[config.mk]
export PLATFORM = sky130hd
export DESIGN_NAME = circular_queue_ctrl_flat
export DESIGN_NICKNAME = d
export VERILOG_FILES = /design/src/rtl/circular_queue_ctrl_pkg.sv /design/src/rtl/circular_queue_ctrl_if.sv /design/src/rtl/circular_queue_ctrl_rr_arbiter.sv /design/src/rtl/circular_queue_ctrl.sv /design/src/flat_wrapper.sv
export SDC_FILE = /design/constraint.sdc
export NUM_CORES = 1
export LEC_CHECK = 0
export ABC_AREA = 1
export CORE_MARGIN = 1.5
export CORE_UTILIZATION = 58
export DETAILED_ROUTE_END_ITERATION = 6
export DONT_BUFFER_PORTS = 1
export PLACE_DENSITY = 0.87
export REMOVE_ABC_BUFFERS = 1
export SYNTH_ARGS = -nofsm -noshare
export SYNTH_HDL_FRONTEND = slang
export SYNTH_HIERARCHICAL = 1
export SYNTH_SLANG_ARGS = --single-unit
[constraint.sdc]
create_clock -name clk_i -period 2.9 [get_ports clk_i]
set_clock_uncertainty 0.15 [all_clocks]
set_input_delay 0.435 -clock clk_i [delete_from_list [all_inputs] [get_ports clk_i]]
set_output_delay 0.435 -clock clk_i [all_outputs]
set_load 0.05 [all_outputs]
[src/rtl/circular_queue_ctrl_pkg.sv]
// ---------------------------------------------------------------------------
// cq_pkg
// Shared types and helpers for the circular queue controller.
//   cq_ptr_t    : queue pointer, wrap flag + value (value field sized for the
//                 largest supported depth; unused upper bits stay zero)
//   cq_ptr_inc  : pointer increment with wrap at an arbitrary depth
//   cq_empty    : empty test on an enqueue/dequeue pointer pair
//   cq_full     : full test on an enqueue/dequeue pointer pair
//   cq_idx_w    : requester index width, max(1, clog2(n))
// ---------------------------------------------------------------------------
package cq_pkg;

    localparam int unsigned CQ_VAL_W = 16;

    typedef struct packed {
        logic                flag;
        logic [CQ_VAL_W-1:0] val;
    } cq_ptr_t;

    // Wraps to zero and toggles the flag when val+1 reaches the depth, so
    // non-power-of-2 depths work.
    function automatic cq_ptr_t cq_ptr_inc(cq_ptr_t p, int unsigned entries);
        cq_ptr_t r;
        r = p;
        if (32'(p.val) + 32'd1 == entries) begin
            r.val  = '0;
            r.flag = ~p.flag;
        end else begin
            r.val = p.val + 1'b1;
        end
        return r;
    endfunction

    function automatic logic cq_empty(cq_ptr_t e, cq_ptr_t d);
        return (e.flag == d.flag) && (e.val == d.val);
    endfunction

    function automatic logic cq_full(cq_ptr_t e, cq_ptr_t d);
        return (e.flag != d.flag) && (e.val == d.val);
    endfunction

    function automatic int unsigned cq_idx_w(int unsigned n);
        return (n > 1) ? $clog2(n) : 1;
    endfunction

endpackage

[src/rtl/circular_queue_ctrl_if.sv]
// ---------------------------------------------------------------------------
// circular_queue_ctrl_if
// Handshake and storage-port bundle of the circular queue controller.
//   flush_i      : synchronous flush request
//   enq_valid_i  : per-requester enqueue request   enq_ready_o : one-hot grant
//   enq_idx_o    : granted requester index
//   mem_we_o     : storage write strobe            mem_waddr_o : write address
//   deq_valid_o  : head valid                      deq_ready_i : head accepted
//   mem_raddr_o  : storage read address
//   full_o/empty_o : status
//   count_o      : occupancy, only with CQ_CTRL_COUNT_EN defined
// Modports: slave = controller, master = producer/consumer side.
// ---------------------------------------------------------------------------
interface circular_queue_ctrl_if
    import cq_pkg::*;
#(
    parameter int unsigned ENTRIES = 16,
    parameter int unsigned NUM_REQ = 4
);
    localparam int unsigned PTR_WIDTH = $clog2(ENTRIES);
    localparam int unsigned IDX_WIDTH = cq_idx_w(NUM_REQ);

    logic                 flush_i;
    logic [NUM_REQ-1:0]   enq_valid_i;
    logic [NUM_REQ-1:0]   enq_ready_o;
    logic [IDX_WIDTH-1:0] enq_idx_o;
    logic                 mem_we_o;
    logic [PTR_WIDTH-1:0] mem_waddr_o;
    logic                 deq_valid_o;
    logic                 deq_ready_i;
    logic [PTR_WIDTH-1:0] mem_raddr_o;
    logic                 full_o;
    logic                 empty_o;
`ifdef CQ_CTRL_COUNT_EN
    logic [PTR_WIDTH:0]   count_o;
`endif

    modport slave (
        input  flush_i, enq_valid_i, deq_ready_i,
        output enq_ready_o, enq_idx_o, mem_we_o, mem_waddr_o,
        output deq_valid_o, mem_raddr_o, full_o, empty_o
`ifdef CQ_CTRL_COUNT_EN
        , output count_o
`endif
    );

    modport master (
        output flush_i, enq_valid_i, deq_ready_i,
        input  enq_ready_o, enq_idx_o, mem_we_o, mem_waddr_o,
        input  deq_valid_o, mem_raddr_o, full_o, empty_o
`ifdef CQ_CTRL_COUNT_EN
        , input count_o
`endif
    );

endinterface

[src/rtl/circular_queue_ctrl_rr_arbiter.sv]
// ---------------------------------------------------------------------------
// rr_arbiter
// NUM_REQ-wide round-robin arbiter owning the priority register.
//   clk_i, rst_ni : clock, asynchronous active-low reset
//   clear_i       : synchronous priority clear (queue flush)
//   en_i          : allow a grant this cycle
//   req_i         : request vector
//   adv_i         : a grant was taken; priority moves past the winner
//   grant_o       : one-hot grant (zero when disabled or no request)
//   idx_o         : winner index (zero when no grant)
// ---------------------------------------------------------------------------
module rr_arbiter
    import cq_pkg::*;
#(
    parameter int unsigned NUM_REQ = 4
) (
    input  logic                           clk_i,
    input  logic                           rst_ni,
    input  logic                           clear_i,
    input  logic                           en_i,
    input  logic [NUM_REQ-1:0]             req_i,
    input  logic                           adv_i,
    output logic [NUM_REQ-1:0]             grant_o,
    output logic [cq_idx_w(NUM_REQ)-1:0]   idx_o
);
    localparam int unsigned IDX_WIDTH = cq_idx_w(NUM_REQ);

    logic [IDX_WIDTH-1:0] prio_q, prio_d;
    logic                 found;
    int unsigned          cand;

    // Scan from prio upward with explicit wrap; first hit wins.
    always_comb begin
        grant_o = '0;
        idx_o   = '0;
        found   = 1'b0;
        cand    = 0;
        for (int unsigned k = 0; k < NUM_REQ; k++) begin
            cand = 32'(prio_q) + k;
            if (cand >= NUM_REQ) cand = cand - NUM_REQ;
            if (en_i && !found && req_i[IDX_WIDTH'(cand)]) begin
                found                      = 1'b1;
                grant_o[IDX_WIDTH'(cand)]  = 1'b1;
                idx_o                      = IDX_WIDTH'(cand);
            end
        end
    end

    always_comb begin
        prio_d = prio_q;
        if (clear_i) begin
            prio_d = '0;
        end else if (adv_i && found) begin
            prio_d = (32'(idx_o) + 32'd1 >= NUM_REQ) ? '0 : idx_o + 1'b1;
        end
    end

    always_ff @(posedge clk_i or negedge rst_ni) begin
        if (!rst_ni) prio_q <= '0;
        else         prio_q <= prio_d;
    end

endmodule

[src/rtl/circular_queue_ctrl.sv]
// ---------------------------------------------------------------------------
// circular_queue_ctrl
// Controller for one shared circular queue: round-robin arbitration of
// NUM_REQ enqueue lanes onto a single write port, flagged enqueue/dequeue
// pointers, full/empty, and addresses for an external combinational-read
// storage array.
//   clk_i  : clock
//   rst_ni : asynchronous active-low reset
//   q      : circular_queue_ctrl_if.slave handshake/storage bundle
// Optional feature macro: CQ_CTRL_COUNT_EN adds the count_o occupancy output.
// ---------------------------------------------------------------------------
module circular_queue_ctrl
    import cq_pkg::*;
#(
    parameter int unsigned ENTRIES = 16,
    parameter int unsigned NUM_REQ = 4
) (
    input  logic                  clk_i,
    input  logic                  rst_ni,
    circular_queue_ctrl_if.slave  q
);
    localparam int unsigned PTR_WIDTH = $clog2(ENTRIES);
    localparam int unsigned IDX_WIDTH = cq_idx_w(NUM_REQ);

    cq_ptr_t              enq_q, enq_d, deq_q, deq_d;
    logic                 empty, full, arb_en, enq_fire, deq_valid, deq_fire;
    logic [NUM_REQ-1:0]   grant;
    logic [IDX_WIDTH-1:0] grant_idx;

    assign empty  = cq_empty(enq_q, deq_q);
    assign full   = cq_full(enq_q, deq_q);
    // Full blocks grants even when a dequeue happens this cycle.
    assign arb_en = !full && !q.flush_i;

    rr_arbiter #(
        .NUM_REQ (NUM_REQ)
    ) u_arb (
        .clk_i   (clk_i),
        .rst_ni  (rst_ni),
        .clear_i (q.flush_i),
        .en_i    (arb_en),
        .req_i   (q.enq_valid_i),
        .adv_i   (enq_fire),
        .grant_o (grant),
        .idx_o   (grant_idx)
    );

    assign enq_fire  = |grant;
    assign deq_valid = !empty && !q.flush_i;
    assign deq_fire  = deq_valid && q.deq_ready_i;

    assign q.enq_ready_o = grant;
    assign q.enq_idx_o   = grant_idx;
    assign q.mem_we_o    = enq_fire;
    assign q.mem_waddr_o = enq_q.val[PTR_WIDTH-1:0];
    assign q.mem_raddr_o = deq_q.val[PTR_WIDTH-1:0];
    assign q.deq_valid_o = deq_valid;
    assign q.full_o      = full;
    assign q.empty_o     = empty;

`ifdef CQ_CTRL_COUNT_EN
    logic [PTR_WIDTH:0] enq_v, deq_v;
    always_comb begin
        enq_v = {1'b0, enq_q.val[PTR_WIDTH-1:0]};
        deq_v = {1'b0, deq_q.val[PTR_WIDTH-1:0]};
        if (enq_q.flag == deq_q.flag) q.count_o = enq_v - deq_v;
        else                          q.count_o = (PTR_WIDTH+1)'(ENTRIES) + enq_v - deq_v;
    end
`endif

    always_comb begin
        enq_d = enq_q;
        deq_d = deq_q;
        if (q.flush_i) begin
            enq_d = '0;
            deq_d = '0;
        end else begin
            if (enq_fire) enq_d = cq_ptr_inc(enq_q, ENTRIES);
            if (deq_fire) deq_d = cq_ptr_inc(deq_q, ENTRIES);
        end
    end

    always_ff @(posedge clk_i or negedge rst_ni) begin
        if (!rst_ni) begin
            enq_q <= '0;
            deq_q <= '0;
        end else begin
            enq_q <= enq_d;
            deq_q <= deq_d;
        end
    end

endmodule
[src/flat_wrapper.sv]
// flat-port wrapper written by rule: the top's interface ports become plain ports
module circular_queue_ctrl_flat import cq_pkg::*;
#(
    parameter int unsigned ENTRIES = 16,
    parameter int unsigned NUM_REQ = 4
)
  (clk_i, rst_ni, q_flush_i, q_enq_valid_i, q_deq_ready_i, q_enq_ready_o, q_enq_idx_o, q_mem_we_o, q_mem_waddr_o, q_deq_valid_o, q_mem_raddr_o, q_full_o, q_empty_o);
  circular_queue_ctrl_if #(.ENTRIES(ENTRIES), .NUM_REQ(NUM_REQ)) q_i ();
  input  logic clk_i;
  input  logic rst_ni;
  input wire logic [$bits(q_i.flush_i)-1:0] q_flush_i;
  input wire logic [$bits(q_i.enq_valid_i)-1:0] q_enq_valid_i;
  input wire logic [$bits(q_i.deq_ready_i)-1:0] q_deq_ready_i;
  output wire logic [$bits(q_i.enq_ready_o)-1:0] q_enq_ready_o;
  output wire logic [$bits(q_i.enq_idx_o)-1:0] q_enq_idx_o;
  output wire logic [$bits(q_i.mem_we_o)-1:0] q_mem_we_o;
  output wire logic [$bits(q_i.mem_waddr_o)-1:0] q_mem_waddr_o;
  output wire logic [$bits(q_i.deq_valid_o)-1:0] q_deq_valid_o;
  output wire logic [$bits(q_i.mem_raddr_o)-1:0] q_mem_raddr_o;
  output wire logic [$bits(q_i.full_o)-1:0] q_full_o;
  output wire logic [$bits(q_i.empty_o)-1:0] q_empty_o;
  assign q_i.flush_i = q_flush_i;
  assign q_i.enq_valid_i = q_enq_valid_i;
  assign q_i.deq_ready_i = q_deq_ready_i;
  assign q_enq_ready_o = q_i.enq_ready_o;
  assign q_enq_idx_o = q_i.enq_idx_o;
  assign q_mem_we_o = q_i.mem_we_o;
  assign q_mem_waddr_o = q_i.mem_waddr_o;
  assign q_deq_valid_o = q_i.deq_valid_o;
  assign q_mem_raddr_o = q_i.mem_raddr_o;
  assign q_full_o = q_i.full_o;
  assign q_empty_o = q_i.empty_o;
  circular_queue_ctrl #(.ENTRIES(ENTRIES), .NUM_REQ(NUM_REQ)) u_core (.clk_i(clk_i), .rst_ni(rst_ni), .q(q_i));
endmodule
==> metrics <==
status finished with violations; failing checks setup timing; number of synthesized flops with an enable pin 0; filler cell count 384; RSZ-0062 raised after global routing true; syn avg cell area 6.76 µm²; Final #Nets 537; clock buffer depth 2; pre-CTS WS -0.104 ns; hold path startpoint q_flush_i; WHS 0.115 ns; drt wl/cell 15.9 µm; critical path endpoint category output port; most frequent cell after synthesis nand2_1; max cap viols 0; Synth async-reset ratio 1.00; Leakage 1.79 nW; FF-to-FF path depth 18; synthesized area 0.00321 mm²; CTS sink cnt 36; Inst Count DP 576; Hold Path Sink u_core/q.mem_waddr_o[2]; Pwr Density 903 mW/mm²; max_slew headroom 0.698; cell accounting for the most synthesized area dfrtp_1; setup violators final 25; fmax about 310 MHz; slack of the critical path -0.325 ns; drt pass-1 iters 6; Commonest cells post-synth nand2_1, nand3_1, inv_1; Root Driver clkbuf_8; routed vias 3469; Synth top area share 0.280; reg2reg setup slack -0.24 ns; Reg2Reg Launch Point u_core/q.mem_raddr_o[1]; Top Ports 26; Cell Area, Placed 0.00355 mm²; Peak VDD IR roughly 0.0009 V; total track usage 0.315; #FFs+latches synth 36; Num CTS Buffers 5; Total Wirelength 9.45 mm; CTS tree yes; drt drc 0; Worst Setup Start Kind register; CP Max Fanout 6; sequential fraction of the synthesis area 0.280; core box area 0.00524 mm²; first-pass GRT wire length 15.0 mm; final hold violation count 0; DP Wirelength 6.72 mm; Tmin final 3.23 ns; port buffer count 0; clk slew on worst S/H paths roughly 0.070 ns; initial antenna violation count 0; RR Endpoint u_core/q.mem_waddr_o[2]; worst hold path depth 1; Finished Layout Cells 594; CP required around 2.3 ns; synth top area cells dfrtp_1, nand2_1, nand3_1; Crit Path Category reg -> out; crit share post-route 1.11; vias per cell around 5.8; Detailed Route Iter0 Violations 267; Warnings, synthesis 6; die area 0.00599 mm²; Starting Density 0.613; Routed Antenna Nets 0; grt ovf 0; Hold Crit Class in -> reg; Slew Viols, Final 0; CP Data Arrival Time around 2.6 ns; worst skew pair latency 0.28 ns; row count 26; setup TNS -3.84 ns; width of the die 77.4 µm; number of antenna diodes 0; vias in the first global route between 3000 and 4000; worst slew pin tran 0.452 ns; H-tree depth 2; layout cells sized above 1 0.290; Die Ht roughly 77 µm; pin count of the biggest net entering global routing 37; post-route cell area 0.00393 mm²; RePlAce Congestion 0.943; Cells after Synth 475; Layout area overhead 22.4%; ys flop type dfrtp_1; Yosys cell types 32
power breakdown:
group,switching [mW],internal [mW],total [mW]
combinational,1.74,0.788,2.52
sequential,0.0414,0.550,0.591
clock,0.180,0.255,0.435
total,1.96,1.59,3.55
final cells by class:
cell class                 count  area (µm²)  area share
sequential                    36         901       0.229
inverter                      55         216      0.0551
timing repair buffer          59         497       0.126
tap                           70        87.6      0.0223
clock buffer                   6        72.6      0.0185
clock inverter                 2        35.0     0.00891
multi-input combinational    366        2120       0.540
state kept, by name (all words and copies together), names as in the netlist:
register              flops
u_core/deq_q             13
u_core/q.mem_raddr_o      4
u_core/enq_q             13
u_core/u_arb/prio_q       2
u_core/q.mem_waddr_o      4
cell families (layout without fill, tap and decap cells):
kind of cell	Yosys count	count (layout)	synth area share
flip-flops	36	36	0.280
buffers and inverters	73	122	0.107
AND/OR/NAND/NOR	286	286	0.430
adder cells (fa/ha/maj)	6	6	0.0234
AO/OA/AOI/OAI	52	52	0.0986
XOR/XNOR	22	22	0.0600
metrics by stage:
stage                     power (mW)   util
final                           3.55  0.750
after global routing            3.72  0.750
after CTS                       3.24  0.722
after detailed placement        2.63  0.677
after global placement          2.59  0.677
after floorplan                 2.08      -
repair_timing:
| item | CTS | global route |
|---|---|---|
| hold buffers | 2 | 0 |
| gates resized for setup | 19 | 33 |
| setup buffers | 4 | 5 |
| pin swaps | 5 | 10 |
| hold endpoints to repair | 36 | 0 |
| setup endpoints to repair | 23 | 25 |
routing by layer:
| metal | global-route usage | wire [µm] | part of all wire |
|---|---|---|---|
| met5 | 0 | 0 | 0 |
| met4 | 0.127 | 244 | 0.026 |
| met3 | 0.0494 | 717 | 0.076 |
| met2 | 0.549 | 4760 | 0.50 |
| met1 | 0.388 | 3740 | 0.40 |
critical path, cell delays in order (launching register included):
cell and delay [ns]:
dfrtp_1 0.41, xnor2_1 0.22, nand4_1 0.21, nor2_2 0.22
nand2_2 0.08, o21ai_2 0.15, inv_2 0.09, nand3_4 0.10
nand2_2 0.06, inv_2 0.08, nand3_4 0.13, o21ai_2 0.27
nor2_2 0.08, nand2_2 0.08, buf_6 0.17
cell usage in the layout, fill, tap and decap left out, drive strengths merged:
master       count
nand2          143
nand3           63
nor2            60
buf             58
inv             54
dfrtp           36
o21ai           32
nand4           20
xnor2           14
a21oi            9
xor2             8
o22ai            8
ha               6
clkbuf           6
clkinv           2
o21bai           2
bufinv           1
o41ai            1
dlygate4sd3      1
how the worst max path moves through the flow:
stage                             from                       to
6_report       u_core/q.mem_raddr_o[1]               q_mem_we_o
3_3_place_gp          u_core/enq_q[11]         u_core/enq_q[12]
4_1_cts        u_core/q.mem_raddr_o[1]               q_mem_we_o
2_1_floorplan  u_core/q.mem_waddr_o[0]  u_core/q.mem_waddr_o[3]
5_1_grt        u_core/q.mem_raddr_o[1]               q_mem_we_o
3_5_place_dp   u_core/q.mem_waddr_o[2]         u_core/enq_q[12]
Power figures use the tool's default switching activity.
==> RTL change 1, RTL diff (same flow settings) <==
`ENTRIES` is set to 16 in 3 places; all go to 8.
--- a/src/rtl/circular_queue_ctrl_if.sv
+++ b/src/rtl/circular_queue_ctrl_if.sv
@@ -16,3 +16,3 @@
 #(
-    parameter int unsigned ENTRIES = 16,
+    parameter int unsigned ENTRIES = 8,
     parameter int unsigned NUM_REQ = 4
--- a/src/rtl/circular_queue_ctrl.sv
+++ b/src/rtl/circular_queue_ctrl.sv
@@ -14,3 +14,3 @@
 #(
-    parameter int unsigned ENTRIES = 16,
+    parameter int unsigned ENTRIES = 8,
     parameter int unsigned NUM_REQ = 4
--- a/src/flat_wrapper.sv
+++ b/src/flat_wrapper.sv
@@ -3,3 +3,3 @@
 #(
-    parameter int unsigned ENTRIES = 16,
+    parameter int unsigned ENTRIES = 8,
     parameter int unsigned NUM_REQ = 4
Interface: changed (resized q_mem_raddr_o and q_mem_waddr_o); port bits go from 26 to 24. No check against the original RTL was run, so the function may have changed too.
==> RTL change 1 against the unedited design <==
The flow finishes with violations (DRC, setup timing). Final cell count rose by 3.2%. Setup slack got worse by 120 ps. Cell area rose by 3.2%. Sequential cell count did not move. Sequential power rose by 2%. Synthesized cell count rose by 1.5%. Maximum frequency fell by 3.5%. Count of clock-buffer cells in the layout fell by 1. Via count rose by 12%. Synthesized area rose by 1.4%. Clock power fell by 19%. Routed wire length rose by 18%. Power rose by 11%. Critical path type unchanged. Largest cell class unchanged. Highest routed layer unchanged.
==> RTL change 1: results (changes against the unedited design) <==
Drt
- Residual DRC: 22, +22
- Routed Wire Length: 11.2 mm, +18%
- 1st-pass router iterations: 7, +1
- average via count per standard cell: 6.32, +8.2%
- detailed router's first-iteration violation count: 648, +140%

Outcome
- result of the run: finished with violations
- violations in the final reports: DRC, setup timing

STA
- worst-case setup margin in the final layout: -441 ps, -116 ps
- summed negative setup slack over all endpoints: -8000 ps, -4160 ps
- setup-violating endpoint count in the final report: 27, +8.0%

Clock tree
- source-to-sink clock delay at the later pin of the worst-skew pair: 300 ps, +20 ps

Place
- Placed Instance Area: 3580 µm², +1.1%
- worst setup slack after placement: -139 ps, -34.7 ps
- gp weighted congestion: 0.968, +2.6%
- Post-DP HPWL: 6.45 mm, -4.0%

Cells and area
- Seq area share: 22.2%, -0.70 points
- share of post-route cells with drive strength above 1: 30.9%, +1.9 points
- clock buf count: 5, -1
- ClkCell Share: 2.01%, -0.73 points

Power
- Int Pwr: 1.73 mW, +8.6%
- combinational-cell power consumption: 3.01 mW, +19%
- post-layout total power: 3.96 mW, +11%
- leakage dissipation: 1.85 nW, +3.5%

Setup path
- largest driver fanout on the critical path: 5, -1
- Setup crit start: u_core/deq_q[4]

RTL change 1: cell types whose count changed after synthesis, sizes merged, moves of 2 or more:
cell   change
o21ai      +5
a21oi      -3
nand2     +14
inv        +2
nor2       -3
o22ai      -4
xor2       -3
buf        -4
nand4      +4
nand3      -3
RTL change 1: what timing repair did:
item                                   CTS  global route
setup endpoints to repair               24            26
setup buffers                            7            13
pin swaps                               12            17
gates resized for setup                 17            37
hold buffers                             2             0
cloned                                   0             1
endpoints found under the hold margin   36             0
RTL change 1: cell families after synthesis:
| group | synth area share, % |
|---|---|
| flops | 27.7 |
| xor+xnor | 4.84 |
| simple gates | 45.4 |
| compound gates | 9.49 |
| fa+ha+maj | 2.30 |
| buf+inv | 10.3 |
RTL change 1: routing by layer:
metal  wire, µm  track usage (%)
met4        721             10.2
met1       4010             39.2
met3       1250             6.71
met5          0                0
met2       5190             51.2
==> RTL change 2, RTL diff (same flow settings) <==
Made on the original files. Reset style: synchronous (`rst_ni`), changed in 2 clocked blocks. Comments in the files are not updated.
--- a/src/rtl/circular_queue_ctrl_rr_arbiter.sv
+++ b/src/rtl/circular_queue_ctrl_rr_arbiter.sv
@@ -57,3 +57,3 @@
 
-    always_ff @(posedge clk_i or negedge rst_ni) begin
+    always_ff @(posedge clk_i) begin
         if (!rst_ni) prio_q <= '0;
--- a/src/rtl/circular_queue_ctrl.sv
+++ b/src/rtl/circular_queue_ctrl.sv
@@ -82,3 +82,3 @@
 
-    always_ff @(posedge clk_i or negedge rst_ni) begin
+    always_ff @(posedge clk_i) begin
         if (!rst_ni) begin
Function: differs if rst_ni is asserted again (counterexample within 4 cycles, from zero or initial values and one cycle with rst_ni low); with rst_ni held inactive, the same outputs for 4 cycles.
==> RTL change 2 against the unedited design <==
The flow still finishes with violations (setup timing). Setup slack better by 9.6 ps. Maximum frequency grew 0.30%. Non-clock buffer count is 30 higher. Sequential cell count unchanged. Routed wire length increased by 19%. Synthesized cell count up 16%. Cell area is 8.2% higher. Synthesized area increased by 1.6%. Critical endpoint unchanged. Largest cell class unchanged.
Power is not compared: it rests on default switching activity, and its combinational part moved more than twofold at a synthesized area within 25%.
==> RTL change 2: results (changes against the unedited design) <==
Outcome
- result of the run: finished with violations
- violations in the final reports: setup timing

Synthesis
- Compound-Gate Fraction of Synth Area: 9.86%, about the same
- synthesized-area fraction occupied by adder cells: 3.84%, +1.5 points
- Commonest cells post-synth: nand2_1 (197), inv_1 (59), nor2_1 (56)
- share of flip-flops with an asynchronous set or reset: 0%, -100 points
- Cells after Synth: 550, +16%

Drt
- Routed Wire Length: 11.2 mm, +19%
- total via count in the routed design: 4126, +19%
- average wire length per cell after detail routing: 15.9 µm, +0.15%

GRT
- via count of the first global-routing pass: 3668, +13%
- total global-route track usage: 35.8%, +4.2 points
- pin count of the biggest net entering global routing: 21, -43%

STA
- setup-violating endpoint count in the final report: 23, -8.0%
- worst-case setup margin in the final layout: -316 ps, +9.59 ps
- summed negative setup slack over all endpoints: -2550 ps, +1290 ps

Place
- Post-DP HPWL: 7.25 mm, +8.0%
- worst setup slack after placement: -261 ps, -157 ps
- Placed Instance Area: 3780 µm², +6.5%

Setup path
- largest stage delay on the critical path: 350 ps, -60 ps
- library cell contributing the largest single delay on the critical path: dfxtp_2
- CP arrival: 2630 ps, about the same

Cells and area
- nets@finish: 648, +21%
- number of inserted filler cells in the final layout: 342, -11%
- share of post-route cells with drive strength above 1: 35.0%, +6.0 points

Hold path
- worst hold path cell count: 2, +1

-- RTL change 2: metal layers --
layer  share of wire, %  GRT usage [%]  up-vias
li1                   -              -     1899
met4                6.2           16.8        0
met2                 47           61.8      308
met3                 11           6.47       78
met5                  0              0        -
met1                 37           42.5     1841
-- RTL change 2: layout make-up --
class                           count  area, µm²  share of cell area (%)
Timing Repair Buffer               89        703                    16.5
Clock buffer                        8       90.1                    2.12
Inverter                           71        287                    6.74
Timing Repair inverter              2       20.0                   0.471
Multi-Input combinational cell    425       2310                    54.2
Tap cell                           72       90.1                    2.12
Sequential cell                    36        758                    17.8
-- RTL change 2: what timing repair did --
| action | in CTS | in global routing |
|---|---|---|
| hold buffers | 0 | 0 |
| gates cloned | 2 | 0 |
| endpoints found under the hold margin | 0 | 0 |
| pin swaps | 11 | 18 |
| resized for setup | 44 | 43 |
| setup buffers | 11 | 6 |
| setup endpoints to repair | 25 | 26 |
-- RTL change 2: worst max path at each step --
stage,startpoint,endpoint,slack [ps]
3_5_place_dp,u_core/deq_q[5],u_core/enq_q[9],-260
5_1_grt,u_core/deq_q[7],q_mem_we_o,-430
3_3_place_gp,u_core/q.mem_waddr_o[3],u_core/u_arb/prio_q[1],-110
4_1_cts,u_core/q.mem_raddr_o[1],q_mem_we_o,-160
2_1_floorplan,u_core/q.mem_waddr_o[2],u_core/u_arb/prio_q[1],-1690
6_report,u_core/enq_q[5],q_mem_we_o,-320
-- RTL change 2: kinds of logic (layout without fill, tap and decap cells) --
family,count (synthesis),in the layout
AO/OA/AOI/OAI,57,57
XOR/XNOR,9,9
AND/OR/NAND/NOR,349,349
buffers and inverters,89,170
flip-flops,36,36
adder cells (fa/ha/maj),10,10
